<file path="src/rtl/nbit_sub_pkg.sv">
// Shared definitions for the N-bit subtractor core.
//   FLAG_N/C/Z/V : bit positions of the status flags inside flags_t
//   flags_t      : packed 4-bit status vector {n, c, z, v}
//   DEFAULT_LEN  : default operand/result width
package nbit_sub_pkg;

    localparam int unsigned FLAG_N = 3;
    localparam int unsigned FLAG_C = 2;
    localparam int unsigned FLAG_Z = 1;
    localparam int unsigned FLAG_V = 0;

    localparam int unsigned DEFAULT_LEN = 4;

    typedef logic [3:0] flags_t;

endpackage

</file>
<file path="src/rtl/nbit_subtractor_core_if.sv">
// Operand/result bundle for the N-bit subtractor core.
//   a, b      : minuend and subtrahend (driven by the master)
//   bin       : borrow-in, present only when NBIT_SUB_BORROW_IN_EN is defined
//   response  : registered difference (driven by the slave)
//   n, c, z, v: registered status flags (driven by the slave)
// Modports: master = operand source / result sink, slave = subtractor core.
interface nbit_subtractor_core_if
    import nbit_sub_pkg::*;
#(
    parameter int unsigned len = DEFAULT_LEN
);

    logic [len-1:0] a;
    logic [len-1:0] b;
`ifdef NBIT_SUB_BORROW_IN_EN
    logic           bin;
`endif
    logic [len-1:0] response;
    logic           n;
    logic           c;
    logic           z;
    logic           v;

`ifdef NBIT_SUB_BORROW_IN_EN
    modport master (output a, b, bin, input response, n, c, z, v);
    modport slave  (input a, b, bin, output response, n, c, z, v);
`else
    modport master (output a, b, input response, n, c, z, v);
    modport slave  (input a, b, output response, n, c, z, v);
`endif

endinterface

</file>
<file path="src/rtl/nbit_sub_comb.sv">
// Purely combinational N-bit subtract with NZCV flags.
//   i_a, i_b : operands
//   i_bin    : borrow-in (only when NBIT_SUB_BORROW_IN_EN is defined)
//   o_diff   : (i_a - i_b - borrow) mod 2^len
//   o_flags  : {n, c, z, v}; c uses the no-borrow convention
module nbit_sub_comb
    import nbit_sub_pkg::*;
#(
    parameter int unsigned len = DEFAULT_LEN
) (
    input  logic [len-1:0] i_a,
    input  logic [len-1:0] i_b,
`ifdef NBIT_SUB_BORROW_IN_EN
    input  logic           i_bin,
`endif
    output logic [len-1:0] o_diff,
    output flags_t         o_flags
);

    logic           w_cin;
    logic [len:0]   w_sum;
    logic [len-1:0] w_diff;

    // Subtract as a + ~b + carry-in; carry-in is the inverted borrow.
`ifdef NBIT_SUB_BORROW_IN_EN
    assign w_cin = ~i_bin;
`else
    assign w_cin = 1'b1;
`endif

    assign w_sum  = {1'b0, i_a} + {1'b0, ~i_b} + {{len{1'b0}}, w_cin};
    assign w_diff = w_sum[len-1:0];
    assign o_diff = w_diff;

    always_comb begin
        o_flags         = '0;
        o_flags[FLAG_N] = w_diff[len-1];
        o_flags[FLAG_C] = w_sum[len];
        o_flags[FLAG_Z] = (w_diff == '0);
        // Overflow only possible when operand signs differ and the result
        // sign does not follow the minuend.
        o_flags[FLAG_V] = (i_a[len-1] != i_b[len-1]) && (w_diff[len-1] != i_a[len-1]);
    end

endmodule

</file>
<file path="src/rtl/nbit_subtractor_core.sv">
// N-bit two's-complement subtractor with registered difference and NZCV flags.
// One-cycle latency, one result per cycle, no handshake.
//   clk   : rising-edge clock
//   rst_n : asynchronous active-low reset, clears response and all flags
//   bus   : nbit_subtractor_core_if.slave (a, b[, bin] in; response, n, c, z, v out)
// Optional feature: define NBIT_SUB_BORROW_IN_EN to add the bin borrow-in input.
module nbit_subtractor_core
    import nbit_sub_pkg::*;
#(
    parameter int unsigned len = DEFAULT_LEN
) (
    input  logic                         clk,
    input  logic                         rst_n,
    nbit_subtractor_core_if.slave        bus
);

    logic [len-1:0] w_diff;
    flags_t         w_flags;
    logic [len-1:0] r_response;
    flags_t         r_flags;

    nbit_sub_comb #(
        .len (len)
    ) u_comb (
        .i_a     (bus.a),
        .i_b     (bus.b),
`ifdef NBIT_SUB_BORROW_IN_EN
        .i_bin   (bus.bin),
`endif
        .o_diff  (w_diff),
        .o_flags (w_flags)
    );

    always_ff @(posedge clk or negedge rst_n) begin
        if (!rst_n) begin
            r_response <= '0;
            r_flags    <= '0;
        end else begin
            r_response <= w_diff;
            r_flags    <= w_flags;
        end
    end

    assign bus.response = r_response;
    assign bus.n        = r_flags[FLAG_N];
    assign bus.c        = r_flags[FLAG_C];
    assign bus.z        = r_flags[FLAG_Z];
    assign bus.v        = r_flags[FLAG_V];

endmodule

</file>
<file path="src/flat_wrapper.sv">
// flat-port wrapper written by rule: the top's interface ports become plain ports
module nbit_subtractor_core_flat import nbit_sub_pkg::*;
#(
    parameter int unsigned len = DEFAULT_LEN
)
  (clk, rst_n, bus_a, bus_b, bus_response, bus_n, bus_c, bus_z, bus_v);
  nbit_subtractor_core_if #(.len(len)) bus_i ();
  input  logic clk;
  input  logic rst_n;
  input wire logic [$bits(bus_i.a)-1:0] bus_a;
  input wire logic [$bits(bus_i.b)-1:0] bus_b;
  output wire logic [$bits(bus_i.response)-1:0] bus_response;
  output wire logic [$bits(bus_i.n)-1:0] bus_n;
  output wire logic [$bits(bus_i.c)-1:0] bus_c;
  output wire logic [$bits(bus_i.z)-1:0] bus_z;
  output wire logic [$bits(bus_i.v)-1:0] bus_v;
  assign bus_i.a = bus_a;
  assign bus_i.b = bus_b;
  assign bus_response = bus_i.response;
  assign bus_n = bus_i.n;
  assign bus_c = bus_i.c;
  assign bus_z = bus_i.z;
  assign bus_v = bus_i.v;
  nbit_subtractor_core #(.len(len)) u_core (.clk(clk), .rst_n(rst_n), .bus(bus_i));
endmodule
</file>
<file path="config.mk">
export PLATFORM = sky130hd
export DESIGN_NAME = nbit_subtractor_core_flat
export DESIGN_NICKNAME = d
export VERILOG_FILES = /design/src/rtl/nbit_sub_pkg.sv /design/src/rtl/nbit_subtractor_core_if.sv /design/src/rtl/nbit_sub_comb.sv /design/src/rtl/nbit_subtractor_core.sv /design/src/flat_wrapper.sv
export SDC_FILE = /design/constraint.sdc
export NUM_CORES = 1
export LEC_CHECK = 0
export ABC_CLOCK_PERIOD_IN_PS = 800
export BUFFER_PORTS_ARGS = -buffer_cell sky130_fd_sc_hd__buf_2
export CORE_AREA = 2 2 39 41
export DETAILED_ROUTE_END_ITERATION = 6
export DIE_AREA = 0 0 41 43
export PLACE_DENSITY = 0.54
export SKIP_LAST_GASP = 1
export SLEW_MARGIN = 40
export SYNTH_ARGS = -nofsm -noshare
export SYNTH_HDL_FRONTEND = slang
export SYNTH_HIERARCHICAL = 1
export SYNTH_SLANG_ARGS = --single-unit
</file>
<file path="constraint.sdc">
create_clock -name clk -period 0.8 [get_ports clk]
set_clock_uncertainty 0.05 [all_clocks]
set_input_delay 0.12 -clock clk [delete_from_list [all_inputs] [get_ports clk]]
set_output_delay 0.12 -clock clk [all_outputs]
set_load 0.01 [all_outputs]
</file>
==> results.cfg <==
[floorplan]
io_pins = 18
die-area_um2 = 1760
initial_core_util_pct = 28.9
die_h_um = 43
dieWidth_um = 41
rows = 14
core_area_um2 = 1380

[power_and_ir_drop]
p_per_area_nw_per_um2 = 1630
p_switching_mw = 0.324
p_leak_nw = 0.349
intPower_mw = 0.846
switching_share_pct = 27.7
power_frac_clock_pct = 25.1
vdd_drop_max_mv = 0.506
pwr-share-comb_pct = 34.1
pwr-share-seq_pct = 40.8

[run_status]
status = complete, but fails checks
violations = setup timing

[global_route]
grt_start_max_net_pins = 9
overflow = 0
grt_pass1_vias = 341
grt_first_pass_wirelength_um = 1300
antenna_found_initial = 0
grt_use_total_pct = 11.7

[place]
place_area_um2 = 618
place_congestion = 0.640
placed_cells = 71
place_hpwl_um = 586
port_buffers = 17

[route]
routedWlPerCell_um = 10.1
via_per_inst = 4.29
drcViolationCount = 0
drtPass1Iterations = 4
routed_wl_um = 769
ant_nets = 0
num_vias = 326
drt_iter0_markers = 1

[worst_hold_path]
hold_depth = 2
hold_end = u_core/bus.response[1]$_DFF_PN0_
worstHoldStart = bus_a[1]
hold_class = input pin to register

[finish]
fin_area_um2 = 717
drive_gt1_share_pct = 66.7
fin_nets = 77
area_growth_pct = 79.1
instances_no_fill = 76
antenna_cells = 0

[sta]
worst_slew_pin_slew_ns = 0.193
post-route-min-period_ns = 1.25
hold_violations = 0
fmax_mhz = 799
finalCritPeriodShare_pct = 156
rsz0062_at_grt = true
slew_violations = 0
maxSlewHeadroom_pct = 87.1
setup_viol = 15
worst_slack_ns = -0.452
hold_slack_ns = 0.155

[yosys]
syn_inst = 34
synth_nets = 49
yosysWarnings = 6
synth_area_um2 = 400
synth-seq-cells = 8
syn_avg_cell_area_um2 = 11.8
ys_types = 15
yosysSeqAreaShare_pct = 50.0

[worst_setup_path]
cp_max_fo = 3
critPathArrivalTime_ns = 1.36
cp.required_ns = 0.91
startpoint_type = input pin
end_kind = register
worst-setup-path-type = input pin to register

[clock_network]
cts_tree = done
cts_sinks = 8
htree_levels = 1
numCtsBuffers = 3
cts-root-buf = clkbuf_4
clkTransAtPathRegs_ns = 0.05
ctsLongestPathBuffers = 2

[run]
cap_violations = 0
cells in the final DEF, fill, tap and decap left out:
cell type      netlist  final
inv_12               0      2
buf_4                1      4
or3_1                1      1
a21o_1               3      3
ha_1                 4      1
inv_4                0      1
o31ai_2              0      1
fa_2                 0      1
clkbuf_4             0      3
nand2_2              0      1
a21oi_2              1      1
nand3_2              0      1
buf_6                0      6
ha_4                 0      3
buf_2                0     12
xor2_2               0      1
a21oi_4              0      1
nand3b_1             2      2
buf_8                0      1
inv_1                6      2
xor2_1               2      1
a211o_1              1      1
dfrtp_1              8      8
inv_2                0      1
dlygate4sd3_1        0      1
flip-flops by register name, summed over array words and instances, names as in the netlist:
name and cells:
u_core/bus.response 4, u_core/r_flags 4
how the worst max path moves through the flow:
stage          slack [ns]                          end  cells after the start  startpoint
6_report            -0.45  u_core/r_flags[1]$_DFF_PN0_                      7    bus_a[0]
5_1_grt             -0.51  u_core/r_flags[1]$_DFF_PN0_                      6    bus_b[0]
4_1_cts             -0.45  u_core/r_flags[1]$_DFF_PN0_                      7    bus_a[0]
3_5_place_dp        -0.79  u_core/r_flags[1]$_DFF_PN0_                      7    bus_a[0]
3_3_place_gp        -0.78  u_core/r_flags[1]$_DFF_PN0_                      7    bus_a[0]
2_1_floorplan       -0.56  u_core/r_flags[1]$_DFF_PN0_                      6    bus_a[0]
area by class of cell:
type / count / area (um^2)
Inverter: 6 / 50.0
Clock buffer: 3 / 22.5
Multi-Input combinational cell: 19 / 241
Timing Repair Buffer: 24 / 183
Tap cell: 16 / 20.0
Sequential cell: 8 / 200
Fill cell: 132 / 667
layer usage:
metal | vias up | track usage (%) | share of wire (%)
met5 | - | 0 | 0
met3 | 0 | 0 | 9.1
met2 | 13 | 18.4 | 56
met4 | 0 | 14.0 | 0
met1 | 149 | 11.6 | 35
li1 | 164 | - | -
metrics by stage:
step	setup TNS, ns	total power [mW]	worst slack [ns]	util, %
after detailed placement	-3.42	0.827	-0.794	44.7
after CTS	-2.25	1.17	-0.453	51.1
after floorplan	-1.76	0.690	-0.559	-
final	-1.94	1.17	-0.452	51.8
after global routing	-2.45	1.25	-0.510	51.8
after global placement	-3.41	0.823	-0.775	44.7
Yosys cell counts:
library cell,count,area share (%)
dfrtp_1,8,50
inv_1,6,5.6
ha_1,4,13
a21o_1,3,5.6
nand3b_1,2,3.7
xor2_1,2,4.4
a211o_1,1,2.2
a21oi_1,1,1.2
a21oi_2,1,2.2
buf_4,1,1.9
fa_1,1,5.0
nand2_1,1,0.94
nand3_1,1,1.2
o31ai_1,1,1.9
or3_1,1,1.6
repair_timing:
| item | CTS | global route |
|---|---|---|
| pin swaps | 9 | 5 |
| endpoints found under the hold margin | 8 | 0 |
| resized for setup | 10 | 5 |
| buffers inserted | 2 | 0 |
| endpoints found under the setup margin | 15 | 15 |
| hold buffers | 1 | 0 |
cell families after synthesis:
group                      count (synthesis)  share of synthesized area (%)
adders and majority gates                  5                           17.5
buffers and inverters                      7                           7.50
and+or+nand+nor                            5                           7.50
xor gates and xnor gates                   2                           4.38
AOI/OAI and AO/OA                          7                           13.1
DFF                                        8                           50.0
worst max-delay path: stages:
cell and delay, ns:
buf_8 0.09, inv_12 0.03, ha_4 0.14, inv_2 0.04, fa_2 0.43, or3_1 0.33
o31ai_2 0.17
power groups by stage:
| stage | clock, mW | sequential, mW | combinational [mW] |
|---|---|---|---|
| floorplan | 0 | 0.521 | 0.168 |
| global placement | 0 | 0.481 | 0.341 |
| detailed placement | 0 | 0.483 | 0.344 |
| CTS | 0.309 | 0.476 | 0.382 |
| global route | 0.321 | 0.483 | 0.442 |
| finish | 0.294 | 0.478 | 0.399 |
Note: power is estimated with default switching activity, not from simulation.
